## config.mk

```make
export PLATFORM = sky130hd
export DESIGN_NAME = card_rom_arbiter
export DESIGN_NICKNAME = d
export VERILOG_FILES = /design/src/rtl/card_rom_pkg.sv /design/src/rtl/card_rom_arbiter_rr_picker.sv /design/src/rtl/card_rom_arbiter.sv
export SDC_FILE = /design/constraint.sdc
export NUM_CORES = 1
export LEC_CHECK = 0
export CAP_MARGIN = 40
export CORE_MARGIN = 4
export CORE_UTILIZATION = 29
export CTS_CLUSTER_DIAMETER = 60
export DETAILED_ROUTE_END_ITERATION = 10
export PLACE_DENSITY = 0.78
export SLEW_MARGIN = 0
export SYNTH_ARGS = -nofsm -noshare
export SYNTH_HDL_FRONTEND = slang
export SYNTH_SLANG_ARGS = --single-unit
export TNS_END_PERCENT = 5
```

## constraint.sdc

```tcl
create_clock -name clk -period 1.75 [get_ports clk]
set_clock_uncertainty 0.2 [all_clocks]
set_input_delay 0.35 -clock clk [delete_from_list [all_inputs] [get_ports clk]]
set_output_delay 0.35 -clock clk [all_outputs]
set_load 0.03 [all_outputs]
```

## src/rtl/card_rom_pkg.sv

```systemverilog
// card_rom_pkg: shared state type and default sizing for the
// card image ROM read-port arbiter.
package card_rom_pkg;

  typedef enum logic {
    IDLE,
    GRANT
  } arb_state_e;

  localparam int DEF_N_REQ      = 4;
  localparam int DEF_ADDR_WIDTH = 13;
  localparam int DEF_DATA_WIDTH = 12;
  localparam int DEF_BURST_MAX  = 16;

  function automatic int idw(input int n);
    return (n > 1) ? $clog2(n) : 1;
  endfunction

endpackage

```

## src/rtl/card_rom_arbiter_rr_picker.sv

```systemverilog
// rr_picker: combinational round-robin search starting one past
// last_owner, wrapping at N_REQ-1.
module rr_picker
  import card_rom_pkg::*;
#(
  parameter  int N_REQ = DEF_N_REQ,
  localparam int IW    = idw(N_REQ)
) (
  input  logic [N_REQ-1:0] req,
  input  logic [IW-1:0]    last_owner,
  output logic             any,
  output logic [IW-1:0]    winner
);

  logic [IW-1:0] idx;

  always_comb begin
    any    = 1'b0;
    winner = '0;
    idx    = '0;
    for (int k = 1; k <= N_REQ; k++) begin
      idx = IW'((int'(last_owner) + k) % N_REQ);
      if (!any && req[idx]) begin
        any    = 1'b1;
        winner = idx;
      end
    end
  end

endmodule

```

## src/rtl/card_rom_arbiter.sv

```systemverilog
// card_rom_arbiter: round-robin burst arbiter sharing one
// 1-cycle registered card image ROM read port.
module card_rom_arbiter
  import card_rom_pkg::*;
#(
  parameter  int N_REQ      = DEF_N_REQ,
  parameter  int ADDR_WIDTH = DEF_ADDR_WIDTH,
  parameter  int DATA_WIDTH = DEF_DATA_WIDTH,
  parameter  int BURST_MAX  = DEF_BURST_MAX,
  localparam int IW         = idw(N_REQ)
) (
  input  logic                        clk,
  input  logic                        rst,
  input  logic [N_REQ-1:0]            req,
  input  logic [N_REQ*ADDR_WIDTH-1:0] addr,
  output logic [N_REQ-1:0]            gnt,
  output logic [ADDR_WIDTH-1:0]       rom_addr,
  input  logic [DATA_WIDTH-1:0]       rom_dout,
  output logic                        rd_valid,
  output logic [IW-1:0]               rd_id,
  output logic [DATA_WIDTH-1:0]       rd_data
);

  localparam int CW = $clog2(BURST_MAX + 1);
  localparam logic [CW-1:0] LAST = CW'(BURST_MAX - 1);

  arb_state_e    state;
  logic [IW-1:0] owner;
  logic [IW-1:0] last_owner;
  logic [CW-1:0] beats;

  logic          beat;
  logic          rel;
  logic          any;
  logic [IW-1:0] winner;
  logic [IW-1:0] from;

  assign beat = (state == GRANT) && req[owner];
  assign rel  = (state == GRANT) &&
                (!req[owner] || (beats == LAST));

  // On release the search starts after the current owner, so
  // a lone requester wraps around to itself with no gap.
  assign from = (state == GRANT) ? owner : last_owner;

  rr_picker #(
    .N_REQ(N_REQ)
  ) u_pick (
    .req       (req),
    .last_owner(from),
    .any       (any),
    .winner    (winner)
  );

  always_comb begin
    gnt = '0;
    if (state == GRANT) gnt[owner] = 1'b1;
  end

  always_comb begin
    rom_addr = '0;
    if (!rst && state == GRANT)
      rom_addr = addr[int'(owner)*ADDR_WIDTH +: ADDR_WIDTH];
  end

  assign rd_data = rom_dout;

  always_ff @(posedge clk) begin
    if (rst) begin
      state      <= IDLE;
      owner      <= '0;
      last_owner <= IW'(N_REQ - 1);
      beats      <= '0;
      rd_valid   <= 1'b0;
      rd_id      <= '0;
    end else begin
      rd_valid <= beat;
      rd_id    <= owner;
      unique case (state)
        IDLE: begin
          if (any) begin
            state <= GRANT;
            owner <= winner;
            beats <= '0;
          end
        end
        GRANT: begin
          if (rel) begin
            last_owner <= owner;
            beats      <= '0;
            if (any) owner <= winner;
            else     state <= IDLE;
          end else if (beat) begin
            beats <= beats + CW'(1);
          end
        end
        default: state <= IDLE;
      endcase
    end
  end

endmodule

```

# Word level (Yosys, flattened, before mapping)

Cells that the tools add are included.

$lt $le $gt $ge: 6
Equal/unequal tests: 4
Reduce and logical (&&, ||, !) cells: 15
Shifts and indexed selects: 1
Multiply operators: 1
Bitwise operators: 1
Add/subtract/negate cells: 5
Divide/modulo/power cells: 0
Muxes and demuxes: 33

Operators with widths:

| cell                  | number |
|---|---|
| $shiftx A52 B7 Y13    | 1 |
| $lt A2 B3 Y1 const B  | 5 |
| $mux W5               | 3 |
| $mux W2               | 7 |
| $mux W13              | 1 |
| $mux W1               | 12 |
| $bmux W1 S2           | 5 |
| $pmux W5 S2           | 1 |
| $logic_and A1 B1 Y1   | 7 |
| $mul A2 B4 Y6 const B | 1 |
| $add A5 B1 Y5 const B | 1 |
| $eq A5 B4 Y1 const B  | 1 |
| $logic_not A1 Y1      | 5 |
| $add A2 B1 Y2 const B | 2 |
| $add A2 B2 Y2 const B | 2 |
| $mux W4               | 1 |
| $pmux W2 S2           | 1 |
| $reduce_and A2 Y1     | 2 |
| $ne A3 B1 Y1 const B  | 1 |
| $demux W1 S2          | 1 |
| $ge A2 B1 Y1 const B  | 1 |
| $ne A2 B1 Y1 const B  | 1 |
| $ne A2 B2 Y1 const B  | 1 |
| $pmux W1 S2           | 1 |
| other kinds (2)       | 2 |

Word-level logic and storage cells: 72
ROM bits: 0
Flip-flop bits (word level): 13
Memories kept: 0
RAM bits: 0
Output and inout bits: 32
Bits in latches: 0
Input bits: 70

# Longest topological paths before layout

Word-level depth: 17
Depth in mapped cells: 8
Depth with buffers taken out: 7

# Cells and area by module

From an unflattened synthesis, not the netlist that was laid out.

Cells, all modules: 132
Area, all modules: 1277.5 um^2

By module, submodules not included:

| module           | cells each | times used | area an instance (um^2) | seq. area each (um^2) |
|---|---|---|---|---|
| card_rom_arbiter | 118        | 1          | 1186.1                  | 260.2 |
| rr_picker        | 14         | 1          | 91.3                    | 0.0 |

# Worst setup path before layout

No wires, ideal clock.

Path kind: register to output
Start: register owner[1]
End: output rom_addr[10]
Arrival time: 1.533 ns
Buffers on the path: 2
Stages on the path, launching flop included: 5
Path slack: -0.333 ns
Data required time: 1.200 ns
Path through: dfxtp_1 buf_2 clkbuf_1 mux4_2 nor2b_1

Word-level cells in the longest chain between the ends: 3

RTL lines:

| element                | RTL line               | RTL |
|---|---|---|
| start, declared        | card_rom_arbiter.sv:28 | `logic [IW-1:0] owner;` |
| start signal, assigned | card_rom_arbiter.sv:83 | `owner <= winner;` |
| start signal, assigned | card_rom_arbiter.sv:91 | `if (any) owner <= winner;` |
| $mul A2 B4 Y6          | card_rom_arbiter.sv:63 | `rom_addr = addr[int'(owner)*ADDR_WIDTH +: ADDR_WIDTH];` |
| $shiftx A52 B7 Y13     | card_rom_arbiter.sv:63 |  |
| $mux W13               | card_rom_arbiter.sv:62 | `if (!rst && state == GRANT)` |
| end, declared          | card_rom_arbiter.sv:17 | `output logic [ADDR_WIDTH-1:0] rom_addr,` |

No other way between the ends.

# Worst setup path after layout

Start: register owner[0]
End: output rom_addr[0]

Same word-level chain as after synthesis.

==> key figures <==
Outcome
  • Outcome: complete, but fails checks
  • Failing checks: setup timing

Floorplanning
  • Initial Util: 0.309
  • Area of the core: 3800 µm²
  • Num rows: 22
  • Die Y: 71.7 µm
  • Chip width: 71.7 µm
  • Io pins: 102
  • Die area: 5130 µm²

Flow run
  • Max cap viols: 0

Global routing
  • Grt ovf: 0
  • Initial antenna violation count: 0
  • Largest net degree at the start of global routing: 15
  • First-pass GRT wire length: 6010 µm
  • Vias in the first global route: 1,303
  • Total global-route track usage: 0.147

Pwr
  • Total Power: 1340 µW
  • VDD IR max: 0.291 mV
  • Leakage: 0.000876 µW
  • Pwr/cell area: 611 nW/µm²

Routing
  • Metal2 WL: 2030 µm
  • Wire length on met1: 1520 µm
  • Starting DRC count in detailed routing: 10
  • Top sig layer: met4
  • Met3 routed WL: 182 µm
  • Routed WL per cell: 15.3 µm
  • Drt drc: 0
  • Post-route ant nets: 0
  • Via/cell ratio: 4.81
  • Routed Wire Length: 3780 µm
  • Drt first pass iters: 4
  • Vias: 1,189

Clock tree
  • H-tree Lvls: 1
  • CTS tree: done
  • Reg clk slew, reported paths: 0.06 ns
  • Num CTS Buffers: 3
  • Clk sinks: 13
  • Clock latency at the later pin of the worst-skew pair: 0.25 ns
  • Clk root buf: clkbuf_8
  • CTS Buffer Depth: 2

Timing
  • Unrepaired setup endpoints after global routing: true
  • Min Tclk post-route: 2.09 ns
  • Hold slack: 0.328 ns
  • Relative slew slack: 0.750
  • Fin. Hold Viols: 0
  • Worst Setup Slack, final: -0.341 ns
  • Final period utilization: 1.19
  • Final Max Tran Viols: 0
  • Least-Margin Pin Slew: 0.365 ns
  • Max Freq: 478 MHz
  • # setup viols final: 24

Worst setup path
  • CP arrival: 1.54 ns
  • Worst EP required: 1.20 ns
  • CP startpoint kind: flop
  • Worst Setup End Kind: primary output
  • Setup CP Type: flop to primary output
  • Worst Path Max Fanout: 4

Min path
  • Worst Hold Class: flop to flop

Logic synthesis
  • Unique cell type count in the Yosys netlist: 34
  • Flops & latches, synth: 13
  • Post-synthesis sequential area ratio: 0.222
  • Cells after Synth: 116
  • Mapped Area: 1170 µm²
  • Syn avg cell area: 10.1 µm²
  • Syn. warnings: 0
  • Post-synth net total: 188

Layout
  • Layout cells sized above 1: 0.392
  • Antenna Cells: 0
  • Fill cell count: 351
  • Fin nets: 272
  • Multi-input gate area: 851 µm²
  • Layout area overhead: 86.7%
  • FF+latch area: 265 µm²

Placement
  • PortBufs: 77
  • Post-DP HPWL: 3170 µm
  • GP Congestion: 0.752
-- critical path, cell delays in order (launching register included) --
cell and delay, ns:
dfxtp_4 0.37, buf_6 0.12, mux4_2 0.49, nor2b_2 0.17, buf_6 0.13
-- final timing paths --
path	from	to	slack [ns]	cells after the start
min reg2reg	beats[4]	beats[4]	0.33	2
max reg2reg	owner[1]	owner[1]	-0.26	4
max	owner[0]	rom_addr[0]	-0.34	4
min	beats[4]	beats[4]	0.33	2
-- per-stage QoR --
| step | util | TNS, ns | instance area, µm² | worst slack [ns] | cells |
|---|---|---|---|---|---|
| finish | 0.577 | -5.29 | 2190 | -0.341 | 247 |
| global route | 0.577 | -6.73 | 2190 | -0.380 | 247 |
| CTS | 0.564 | -5.44 | 2140 | -0.349 | 247 |
| detailed placement | 0.542 | -13.16 | 2060 | -0.796 | 242 |
| global placement | 0.542 | -12.33 | 2060 | -0.758 | 242 |
| floorplan | - | -3.02 | 1190 | -0.232 | 116 |
-- routing by layer --
| metal | track usage | vias up |
|---|---|---|
| li1 | - | 585 |
| met4 | 0.0543 | 0 |
| met2 | 0.278 | 37 |
| met5 | 0 | - |
| met1 | 0.168 | 560 |
| met3 | 0.0154 | 7 |
-- cells in the final DEF, fill, tap and decap left out, types with 3 or more instances in the layout --
cell type	netlist	final
a21oi_1	3	3
mux4_2	14	14
dfxtp_1	13	11
dlygate4sd2_1	0	5
nor2b_4	0	5
inv_1	4	3
buf_6	1	12
clkbuf_8	0	3
mux2i_1	3	3
nor2_1	9	9
nor2b_1	18	10
nor2b_2	0	3
buf_4	12	25
clkdlybuf4s50_1	0	55
-- cells by family after synthesis --
| group | count (synthesis) | synth area share |
|---|---|---|
| simple gates | 43 | 0.208 |
| buf+inv | 24 | 0.125 |
| mux | 19 | 0.313 |
| compound gates | 15 | 0.112 |
| flops | 13 | 0.222 |
| fa+ha+maj | 2 | 0.0213 |
-- cell usage after synthesis --
cell type / n / share of area
nand2_1: 2 / 0.0064
buf_4: 12 / 0.077
a311oi_1: 2 / 0.015
mux2_1: 1 / 0.0096
nor3b_1: 2 / 0.013
mux4_2: 14 / 0.27
nor4_1: 1 / 0.0053
a21boi_2: 1 / 0.0096
buf_2: 3 / 0.013
inv_1: 4 / 0.013
nor2_1: 9 / 0.029
and3_1: 4 / 0.021
nor2b_1: 18 / 0.096
buf_6: 1 / 0.0096
nand2b_1: 2 / 0.011
nand3_1: 1 / 0.0043
ha_1: 2 / 0.021
o21ai_0: 1 / 0.0043
a31oi_2: 1 / 0.011
dfxtp_1: 13 / 0.22
and3b_1: 1 / 0.0075
a21oi_1: 3 / 0.013
nor3_1: 2 / 0.0085
or2b_1: 1 / 0.0064
a41oi_2: 1 / 0.014
a22oi_1: 2 / 0.013
a211oi_1: 1 / 0.0064
a211o_1: 1 / 0.0075
mux2_2: 1 / 0.0096
o31ai_1: 1 / 0.0064
a311oi_2: 1 / 0.013
mux2i_1: 3 / 0.026
clkbuf_1: 3 / 0.0096
buf_1: 1 / 0.0032
-- report_power, final --
group          leakage, µW  switching (µW)  internal, µW
registers         0.000108            17.1           323
clock network    0.0000228             110           161
logic             0.000746             292           437
total             0.000876             420           921
-- sequential cells by signal, summed over array words and instances, names as in the netlist --
name,cells
beats,5
last_owner,2
owner,2
rd_id,2
rd_valid,1
state,1
-- timing repair --
item | 4_1_cts | 5_1_grt
hold buffers | 0 | 0
setup endpoints to repair | 27 | 25
gates cloned | 0 | 0
setup buffers | 1 | 0
hold endpoints to repair | 0 | 0
resized for setup | 91 | 12
pin swaps | 6 | 0
-- layout make-up --
class / count / area share
multi-input cells: 79 / 0.388
flip-flops and latches: 13 / 0.121
well taps: 48 / 0.0274
repair buffers: 99 / 0.436
inverters: 4 / 0.00685
clock buffers: 4 / 0.0205
Note: power is estimated with default switching activity, not from simulation.
